## src/rtl/bus_xfer_issuer_pkg.sv

```systemverilog
// Shared definitions for the bus transfer issuer: bus code width, reserved
// bus codes and the issuer FSM state encoding.
package bus_xfer_issuer_pkg;

  localparam int unsigned CODE_W = 4;
  localparam int unsigned REQ_W  = 2 * CODE_W;  // {src, dst} as stored in the request queue

  localparam logic [CODE_W-1:0] CODE_NONE = 4'd0;
  localparam logic [CODE_W-1:0] CODE_MEM  = 4'd8;

  typedef enum logic [1:0] {
    StIdle    = 2'd0,
    StDrive   = 2'd1,
    StMemWait = 2'd2
  } state_e;

endpackage

```

## src/rtl/xfer_req_fifo.sv

```systemverilog
// Request queue for the bus transfer issuer: DEPTH x WIDTH synchronous FIFO
// with first-word fall-through read data.
// Ports:
//   i_clk, i_rst_n  clock, asynchronous active-low reset
//   i_push, i_data  write strobe and data (caller guarantees !o_full)
//   i_pop           read strobe (caller guarantees !o_empty)
//   o_data          current head entry
//   o_empty, o_full occupancy flags
module xfer_req_fifo
  import bus_xfer_issuer_pkg::*;
#(
  parameter int unsigned DEPTH = 2,
  parameter int unsigned WIDTH = REQ_W
) (
  input  logic             i_clk,
  input  logic             i_rst_n,
  input  logic             i_push,
  input  logic [WIDTH-1:0] i_data,
  input  logic             i_pop,
  output logic [WIDTH-1:0] o_data,
  output logic             o_empty,
  output logic             o_full
);

  localparam int unsigned PTR_W = $clog2(DEPTH);
  localparam int unsigned CNT_W = $clog2(DEPTH + 1);

  logic [WIDTH-1:0] r_mem [DEPTH];
  logic [PTR_W-1:0] r_wr_ptr;
  logic [PTR_W-1:0] r_rd_ptr;
  logic [CNT_W-1:0] r_count;

  // Storage needs no reset; validity is tracked by r_count.
  always_ff @(posedge i_clk) begin
    if (i_push) begin
      r_mem[r_wr_ptr] <= i_data;
    end
  end

  // DEPTH is a power of two, so pointers wrap by natural overflow.
  always_ff @(posedge i_clk or negedge i_rst_n) begin
    if (!i_rst_n) begin
      r_wr_ptr <= '0;
      r_rd_ptr <= '0;
      r_count  <= '0;
    end else begin
      if (i_push) begin
        r_wr_ptr <= r_wr_ptr + PTR_W'(1);
      end
      if (i_pop) begin
        r_rd_ptr <= r_rd_ptr + PTR_W'(1);
      end
      case ({i_push, i_pop})
        2'b10:   r_count <= r_count + CNT_W'(1);
        2'b01:   r_count <= r_count - CNT_W'(1);
        default: r_count <= r_count;
      endcase
    end
  end

  assign o_data  = r_mem[r_rd_ptr];
  assign o_empty = (r_count == '0);
  assign o_full  = (r_count == CNT_W'(DEPTH));

endmodule

```

## src/rtl/bus_xfer_issuer.sv

```systemverilog
// Initiator side of the main-bus control protocol. Queues (source, destination)
// requests and drives registered Bus_Assert/Bus_Load codes, holding them across
// memory-bridge transfers until Memory_Ack or a timeout.
// Ports:
//   Clock_In, Reset_In      clock, asynchronous active-low reset
//   Req_Valid/Req_Ready     request handshake; Req_Src/Req_Dst device codes
//   Memory_Ack              memory bridge completion (only seen in StMemWait)
//   Bus_Assert, Bus_Load    registered codes to bus control, 0 when idle
//   Busy                    FSM active or requests pending
//   Illegal_Err             1-cycle pulse when a Src==Dst!=0 request is dropped
//   Timeout_Err             1-cycle pulse when a memory transfer is aborted
module bus_xfer_issuer
  import bus_xfer_issuer_pkg::*;
#(
  parameter int unsigned       DEPTH       = 2,
  parameter logic [CODE_W-1:0] MEM_CODE    = CODE_MEM,
  parameter int unsigned       ACK_TIMEOUT = 15
) (
  input  logic              Clock_In,
  input  logic              Reset_In,
  input  logic              Req_Valid,
  output logic              Req_Ready,
  input  logic [CODE_W-1:0] Req_Src,
  input  logic [CODE_W-1:0] Req_Dst,
  input  logic              Memory_Ack,
  output logic [CODE_W-1:0] Bus_Assert,
  output logic [CODE_W-1:0] Bus_Load,
  output logic              Busy,
  output logic              Illegal_Err,
  output logic              Timeout_Err
);

  localparam int unsigned CNT_W = $clog2(ACK_TIMEOUT + 1);

  state_e            r_state;
  logic [CODE_W-1:0] r_assert;
  logic [CODE_W-1:0] r_load;
  logic              r_ill_err;
  logic              r_to_err;
  logic [CNT_W-1:0]  r_wait_cnt;

  logic              w_push;
  logic              w_pop;
  logic              w_empty;
  logic              w_full;
  logic [REQ_W-1:0]  w_head;
  logic [CODE_W-1:0] w_head_src;
  logic [CODE_W-1:0] w_head_dst;
  logic              w_head_illegal;
  logic              w_head_noop;
  logic              w_head_legal;
  logic              w_cur_mem;
  logic              w_deq_point;
  logic              w_issue;
  logic              w_abort;
  logic [CNT_W-1:0]  w_cnt_inc;

  xfer_req_fifo #(
    .DEPTH (DEPTH),
    .WIDTH (REQ_W)
  ) u_req_fifo (
    .i_clk   (Clock_In),
    .i_rst_n (Reset_In),
    .i_push  (w_push),
    .i_data  ({Req_Src, Req_Dst}),
    .i_pop   (w_pop),
    .o_data  (w_head),
    .o_empty (w_empty),
    .o_full  (w_full)
  );

  assign w_push     = Req_Valid && !w_full;
  assign w_head_src = w_head[REQ_W-1:CODE_W];
  assign w_head_dst = w_head[CODE_W-1:0];

  assign w_head_illegal = (w_head_src == w_head_dst) && (w_head_src != CODE_NONE);
  assign w_head_noop    = (w_head_src == CODE_NONE) && (w_head_dst == CODE_NONE);
  assign w_head_legal   = !w_head_illegal && !w_head_noop;

  assign w_cur_mem = (r_assert == MEM_CODE) || (r_load == MEM_CODE);

  // Points where the current transfer (if any) is finished and the head may be taken.
  assign w_deq_point = (r_state == StIdle)
                    || ((r_state == StDrive) && !w_cur_mem)
                    || ((r_state == StMemWait) && Memory_Ack);

  // Illegal and no-op heads are also popped at a dequeue point, but not issued.
  assign w_pop   = w_deq_point && !w_empty;
  assign w_issue = w_pop && w_head_legal;

  // r_wait_cnt counts completed MEM_WAIT cycles, so MEM_WAIT lasts at most
  // ACK_TIMEOUT cycles. An ack in the last cycle still completes normally.
  assign w_cnt_inc = r_wait_cnt + CNT_W'(1);
  assign w_abort   = (r_state == StMemWait) && !Memory_Ack
                  && (w_cnt_inc == CNT_W'(ACK_TIMEOUT));

  always_ff @(posedge Clock_In or negedge Reset_In) begin
    if (!Reset_In) begin
      r_state    <= StIdle;
      r_assert   <= CODE_NONE;
      r_load     <= CODE_NONE;
      r_ill_err  <= 1'b0;
      r_to_err   <= 1'b0;
      r_wait_cnt <= '0;
    end else begin
      r_ill_err <= 1'b0;
      r_to_err  <= 1'b0;
      if (w_deq_point) begin
        if (w_issue) begin
          r_state  <= StDrive;
          r_assert <= w_head_src;
          r_load   <= w_head_dst;
        end else begin
          r_state   <= StIdle;
          r_assert  <= CODE_NONE;
          r_load    <= CODE_NONE;
          r_ill_err <= w_pop && w_head_illegal;
        end
      end else begin
        unique case (r_state)
          StDrive: begin
            // Only reached for memory transfers; codes stay as they are.
            r_state    <= StMemWait;
            r_wait_cnt <= '0;
          end
          StMemWait: begin
            if (w_abort) begin
              r_state  <= StIdle;
              r_assert <= CODE_NONE;
              r_load   <= CODE_NONE;
              r_to_err <= 1'b1;
            end else begin
              r_wait_cnt <= w_cnt_inc;
            end
          end
          default: begin
            r_state <= StIdle;
          end
        endcase
      end
    end
  end

  assign Req_Ready   = !w_full;
  assign Bus_Assert  = r_assert;
  assign Bus_Load    = r_load;
  assign Busy        = (r_state != StIdle) || !w_empty;
  assign Illegal_Err = r_ill_err;
  assign Timeout_Err = r_to_err;

endmodule

```

## config.mk

```make
export PLATFORM = sky130hd
export DESIGN_NAME = bus_xfer_issuer
export DESIGN_NICKNAME = d
export VERILOG_FILES = /design/src/rtl/bus_xfer_issuer_pkg.sv /design/src/rtl/xfer_req_fifo.sv /design/src/rtl/bus_xfer_issuer.sv
export SDC_FILE = /design/constraint.sdc
export NUM_CORES = 1
export LEC_CHECK = 0
export CAP_MARGIN = 5
export CORE_ASPECT_RATIO = 1.2
export CORE_MARGIN = 2
export CORE_UTILIZATION = 57
export DETAILED_ROUTE_END_ITERATION = 8
export GPL_TIMING_DRIVEN = 0
export PLACE_DENSITY = 0.83
export SLEW_MARGIN = 40
export SYNTH_ARGS = -nofsm -noshare
export SYNTH_HDL_FRONTEND = slang
export SYNTH_HIERARCHICAL = 1
export SYNTH_SLANG_ARGS = --single-unit
```

## constraint.sdc

```tcl
create_clock -name Clock_In -period 5.5 [get_ports Clock_In]
set_clock_uncertainty 0.05 [all_clocks]
set_input_delay 1.1 -clock Clock_In [delete_from_list [all_inputs] [get_ports Clock_In]]
set_output_delay 1.1 -clock Clock_In [all_outputs]
set_load 0.01 [all_outputs]
```

* Word level (Yosys, flattened, before mapping)
Memories as Yosys holds them, arrays and structs flattened.
Index checks and enable logic that the tools add are counted.
** Word-level totals
- Register bits after elaboration :: 20
- RAM bits :: 16
- Input port bits :: 12
- Output and inout port bits :: 12
- Logic and storage cells :: 80
- Memories kept :: 1
** Memory list
- u_req_fifo.r_mem :: depth 2, width 8, read ports 1, clocked after memory_dff 0, wr ports 1, line xfer_req_fifo.sv:28 : logic [WIDTH-1:0] r_mem [DEPTH];
** Operators by class
- $add $sub $neg :: 5
- Eq/ne operators :: 11
- Multiplexer cells :: 20
- Bitwise gates (word level) :: 1
- Reduce and logical (&&, ||, !) cells :: 33
** Operators by type and width (count)
- $mux W4 :: 7
- $eq A4 B4 Y1 const B :: 3
- $logic_and A1 B1 Y1 :: 11
- $reduce_bool A2 Y1 :: 5
- $logic_not A4 Y1 :: 2
- $mux W1 :: 8
- $pmux W2 S2 :: 2
- $pmux W4 S2 :: 1
- $eq A2 B2 Y1 const B :: 3
- $logic_not A1 Y1 :: 6
- $add A4 B1 Y4 const B :: 1
- $eq A2 B1 Y1 const B :: 2
- $eq A4 B4 Y1 :: 1
- $logic_not A2 Y1 :: 2
- $logic_or A1 B1 Y1 :: 4
- $mux W2 :: 2
- $reduce_bool A4 Y1 :: 1
- $ne A3 B3 Y1 const B :: 1
- $reduce_and A3 Y1 :: 1
- $add A1 B1 Y1 const B :: 2
- $add A2 B1 Y2 const B :: 1
- $ne A2 B2 Y1 const B :: 1
- $reduce_and A2 Y1 :: 1
- $sub A2 B1 Y2 const B :: 1
- $not A1 Y1 :: 1

* Longest topological paths before layout
- Word-level depth :: 10
- Gate-level depth with buffers :: 9
- Mapped depth without buffers :: 9

* Modules after synthesis
Netlist, hierarchy kept.
** By module, submodules not included
- bus_xfer_issuer :: times used 1, cells an instance 76, area an instance 927.1 µm²
- xfer_req_fifo :: times used 1, cells an instance 41, area an instance 762.0 µm²

* Worst setup path before layout
No wires, ideal clock.
- Kind :: in2reg
- Start :: in Memory_Ack
- End :: reg u_req_fifo.r_count[1]
- Data arrival time :: 2.203 ns
- Data required time :: 5.371 ns
- Slack :: 3.168 ns
- Stages :: 6
- Buffers on the path :: 0
- Cell sequence :: a21o_1 a31oi_4 nor2_1 ha_1 nor2_1 xor2_1
** Between the ends
- Cells in the longest elaborated chain, start to end :: 5
** Ends and longest elaborated chain
- from (decl) :: line bus_xfer_issuer.sv:25 : input logic Memory_Ack,
- $logic_and A1 B1 Y1 (*) :: line bus_xfer_issuer.sv:85 : || ((r_state == StMemWait) && Memory_Ack);
- $logic_or A1 B1 Y1 (*) :: line bus_xfer_issuer.sv:85
- $logic_and A1 B1 Y1 (*) :: line bus_xfer_issuer.sv:88 : assign w_pop = w_deq_point && !w_empty;
- via w_pop :: line bus_xfer_issuer.sv:43 : logic w_pop;
- $eq A2 B1 Y1 or $eq A2 B2 Y1 (tied branches) :: line xfer_req_fifo.sv:53 : case ({i_push, i_pop})
- $pmux W2 S2 or $reduce_bool A2 Y1 (tied branches)
- to (signal assigned) :: line xfer_req_fifo.sv:54 : 2'b10: r_count <= r_count + CNT_W'(1);
- to (signal assigned) :: line xfer_req_fifo.sv:55 : 2'b01: r_count <= r_count - CNT_W'(1);
- to (signal assigned) :: line xfer_req_fifo.sv:56 : default: r_count <= r_count;
- to (decl) :: line xfer_req_fifo.sv:31 : logic [CNT_W-1:0] r_count;
The timed path passes the listed nets; every way through them passes the cells marked *.
A chain may end at the register's enable or synchronous reset.

* Worst setup path after layout
- Start :: reg r_state[0]
- End :: out Busy
** Between the ends
- Cells in the longest elaborated chain, start to end :: 2
** Ends and longest elaborated chain
- from (decl) :: line bus_xfer_issuer.sv:35 : state_e r_state;
- from (signal assigned) :: line bus_xfer_issuer.sv:99 : r_state <= StIdle;
- from (signal assigned) :: line bus_xfer_issuer.sv:110 : r_state <= StDrive;
- from (signal assigned) :: line bus_xfer_issuer.sv:114 : r_state <= StIdle;
- $reduce_bool A2 Y1 :: line bus_xfer_issuer.sv:147 : assign Busy = (r_state != StIdle) || !w_empty;
- $logic_or A1 B1 Y1 :: line bus_xfer_issuer.sv:147
- to (decl) :: line bus_xfer_issuer.sv:28 : output logic Busy,
Every way passes these cells.

==> flow_metrics.py <==
metrics = {
    "global_routing": {
        "antenna_found_initial": 0,
        "first_global_vias": 1076,
        "grt.total_usage_pct": 19.45,
        "grt_remaining_overflow": 0,
        "grt_pass1_wl_mm": 4.678,
        "grt_max_degree": 21,
    },
    "worst_setup_path": {
        "worstPathMaxFanout": 3,
        "cp_class": "reg2out",
        "timing.critical_path.cells": "inv_1, ha_1, nand2_1, clkdlybuf4s50_1",
        "cell_type_of_the_slowest_stage_on_the_worst_timing_path": "sky130_fd_sc_hd__clkdlybuf4s50_1",
        "worstPathRequired_ps": 4350,
        "rr_endpoint": "u_req_fifo/r_count[1]$_DFFE_PN0P_",
        "worstSetupStartpointType": "flop",
        "critical_path.endpoint": "Busy",
        "endpoint_kind": "primary output",
        "crit-reg2reg-launch": "Bus_Assert[1]$_DFFE_PN0P_",
        "cpPeakStageDelay_ps": 530,
        "critical_path.startpoint": "r_state[0]$_DFFE_PN0P_",
        "r2r_cells": 6,
        "r2r_slack_ps": 3230,
        "worst_ep_arrival_time_ps": 1600,
    },
    "clock_network": {
        "worst_skew_pair.late_latency_ps": 330,
        "cts-root-buf": "sky130_fd_sc_hd__clkbuf_4",
        "ctsHoldBuffers": 0,
        "post_cts.resized_instances": 0,
        "cts_max_level": 2,
        "ctsLongestPathBuffers": 2,
        "postCtsSetupRepairBufs": 0,
        "tritoncts.num_buffers": 5,
        "clock_tree_from_tritoncts": "done",
        "tritoncts_num_sinks": 36,
        "clk_pin_slew_worst_paths_ps": 100,
    },
    "drt": {
        "dr_total_vias": 1057,
        "drt-initial-drc-count": 15,
        "post_drt_via_cell_ratio": 5.808,
        "drtPass1Iterations": 4,
        "drt-total-wl_mm": 2.913,
        "residual_drc_count": 0,
        "route.detailed.wl_per_inst_um": 16.01,
        "ant_nets": 0,
    },
    "timing": {
        "period_share_pct": 49.93,
        "finalSetupTns_ps": 0,
        "report.final.setup_viol": 0,
        "worst-slew-pin-transition_ps": 610.1,
        "rsz0062_at_grt": "false",
        "slew_headroom_pct": 59.18,
        "post-route-min-period_ps": 2746,
        "timing_max_transition_violations_final": 0,
        "max_freq_mhz": 364.1,
        "hold_viol_final": 0,
    },
    "final_layout": {
        "area_growth_pct": 19.63,
        "final_nets": 165,
        "final_layout_size_suffix_gt1_share_pct": 16.89,
        "finalInstanceArea_sq_um": 2021,
        "insertedDiodeCount": 0,
        "fin_util_pct": 71.87,
    },
    "power_and_ir_drop": {
        "vdd_drop_max_mv": 0.3362,
        "leakagePower_nw": 0.8593,
        "power.density_cell_area_nw_per_um2": 538.6,
        "power_w": 0.001088,
    },
    "die": {
        "coreArea_sq_um": 2811,
        "dieHeight_um": 63.63,
        "number_of_rows_created_at_floorplan": 21,
        "dieArea_sq_um": 3417,
        "start_util_pct": 60.08,
        "chipWidth_um": 53.70,
        "ioPinCount": 24,
    },
    "synth": {
        "syn_inst": 117,
        "synth_top_cells_by_count": "20 x sky130_fd_sc_hd__dfrtp_1, 16 x sky130_fd_sc_hd__edfxtp_1, 9 x sky130_fd_sc_hd__mux2_2",
        "syn_area_per_cell_sq_um": 14.44,
        "netlist.top_cell.by_area": "sky130_fd_sc_hd__dfrtp_1",
        "synth-edff-count": 16,
        "yosys-top-cells-area": "sky130_fd_sc_hd__dfrtp_1 30%, sky130_fd_sc_hd__edfxtp_1 28%, sky130_fd_sc_hd__mux2_2 6.0%",
        "ys_warnings": 6,
        "synth.net_count": 135,
        "synth.ff_latch_count": 36,
        "async_flop_share_pct": 55.56,
        "ys_seq_area_share_pct": 58.07,
        "count_leader_synth": "sky130_fd_sc_hd__dfrtp_1",
        "synth_cell_types": 35,
        "syn_area_sq_um": 1689,
        "synthFlopType": "sky130_fd_sc_hd__dfrtp_1",
        "synth.top_cell.area_share_pct": 29.63,
    },
    "run": {
        "drv_cap": 0,
    },
    "placed_design": {
        "dpl-instance-area_sq_um": 1962,
        "globalplace.congestion": 0.6847,
        "detailedPlacementHpwl_mm": 2.201,
        "port-buffer-count": 23,
    },
    "worst_hold_path": {
        "min-delay-path-class": "reg2reg",
        "min_path_cells": 1,
    },
    "status": {
        "status": "finished clean",
    },
}
[where the power goes]
part | internal [W] | switching (W) | total, W
Sequential | 0.000372 | 0.0000476 | 0.000419
Combinational | 0.000265 | 0.000261 | 0.000527
Clock | 0.0000631 | 0.0000791 | 0.000142
Total | 0.000700 | 0.000388 | 0.00109
[critical path: cells and delay by family (launching register included)]
family	cells	cell delay (ps)
flops	1	370
buf+inv	2	600
simple gates	1	70
fa+ha+maj	1	220
[sequential cells by signal (all words and copies together) (netlist names)]
signal and flops:
r_state 2, Illegal_Err 1, Bus_Load 4, u_req_fifo/r_wr_ptr 1, Timeout_Err 1, r_wait_cnt 4, u_req_fifo/r_count 2, u_req_fifo/r_rd_ptr 1
Bus_Assert 4, u_req_fifo/r_mem 16
[area by class of cell]
| cell class | instances | area [sq um] |
|---|---|---|
| flip-flops and latches | 36 | 980.9 |
| clock buffers | 8 | 58.81 |
| inverters | 5 | 18.77 |
| well taps | 34 | 42.54 |
| repair buffers | 23 | 225.2 |
| fillers | 188 | 790.8 |
| plain buffers | 1 | 5.005 |
| multi-input cells | 75 | 689.4 |
[cell families (layout without fill, tap and decap cells)]
kind of cell / after synthesis / count (layout) / share of synthesized area, %
adders and majority gates: 6 / 6 / 4.444
AOI/OAI and AO/OA: 19 / 19 / 11.70
xor gates and xnor gates: 10 / 10 / 5.185
muxes: 14 / 14 / 9.556
DFF: 36 / 36 / 58.07
buffers and inverters: 6 / 37 / 1.407
and+or+nand+nor: 26 / 26 / 9.630
[cell usage in the layout (no fill, tap or decap), types with 3 or more instances in the layout]
master,instances
sky130_fd_sc_hd__clkbuf_4,5
sky130_fd_sc_hd__a22o_1,8
sky130_fd_sc_hd__mux2i_1,3
sky130_fd_sc_hd__and3_1,3
sky130_fd_sc_hd__xnor2_1,6
sky130_fd_sc_hd__ha_1,6
sky130_fd_sc_hd__xor2_1,4
sky130_fd_sc_hd__edfxtp_1,16
sky130_fd_sc_hd__clkdlybuf4s50_1,22
sky130_fd_sc_hd__dfrtp_1,20
sky130_fd_sc_hd__inv_1,5
sky130_fd_sc_hd__nand2_1,4
sky130_fd_sc_hd__mux2_2,9
sky130_fd_sc_hd__nor2_1,5
sky130_fd_sc_hd__nor2b_1,4
[worst min-delay path by stage]
stage	start	endpoint	slack (ps)
after floorplan	u_req_fifo/r_wr_ptr$_DFFE_PN0P_	u_req_fifo/r_wr_ptr$_DFFE_PN0P_	410
after global placement	u_req_fifo/r_count[1]$_DFFE_PN0P_	u_req_fifo/r_count[1]$_DFFE_PN0P_	420
after detailed placement	u_req_fifo/r_wr_ptr$_DFFE_PN0P_	u_req_fifo/r_wr_ptr$_DFFE_PN0P_	430
after CTS	u_req_fifo/r_wr_ptr$_DFFE_PN0P_	u_req_fifo/r_wr_ptr$_DFFE_PN0P_	440
after global routing	u_req_fifo/r_wr_ptr$_DFFE_PN0P_	u_req_fifo/r_wr_ptr$_DFFE_PN0P_	470
final	u_req_fifo/r_wr_ptr$_DFFE_PN0P_	u_req_fifo/r_wr_ptr$_DFFE_PN0P_	440
[per-layer routing]
layer	vias up	GRT usage [%]	part of all wire, %
met5	-	0	0
met4	0	7.692	1.3
met3	6	6.398	3.9
met2	32	34.60	55
met1	529	19.90	39
li1	490	-	-
[stage by stage]
stage	std cells	setup WS (ps)	hold WS (ps)
2_1_floorplan	117	3168	405.5
5_1_grt	182	2640	473.9
4_1_cts	182	2735	443.8
3_5_place_dp	174	2509	429.6
6_report	182	2754	440.6
3_3_place_gp	174	2487	425.0
Note: power is estimated with default switching activity, not from simulation.
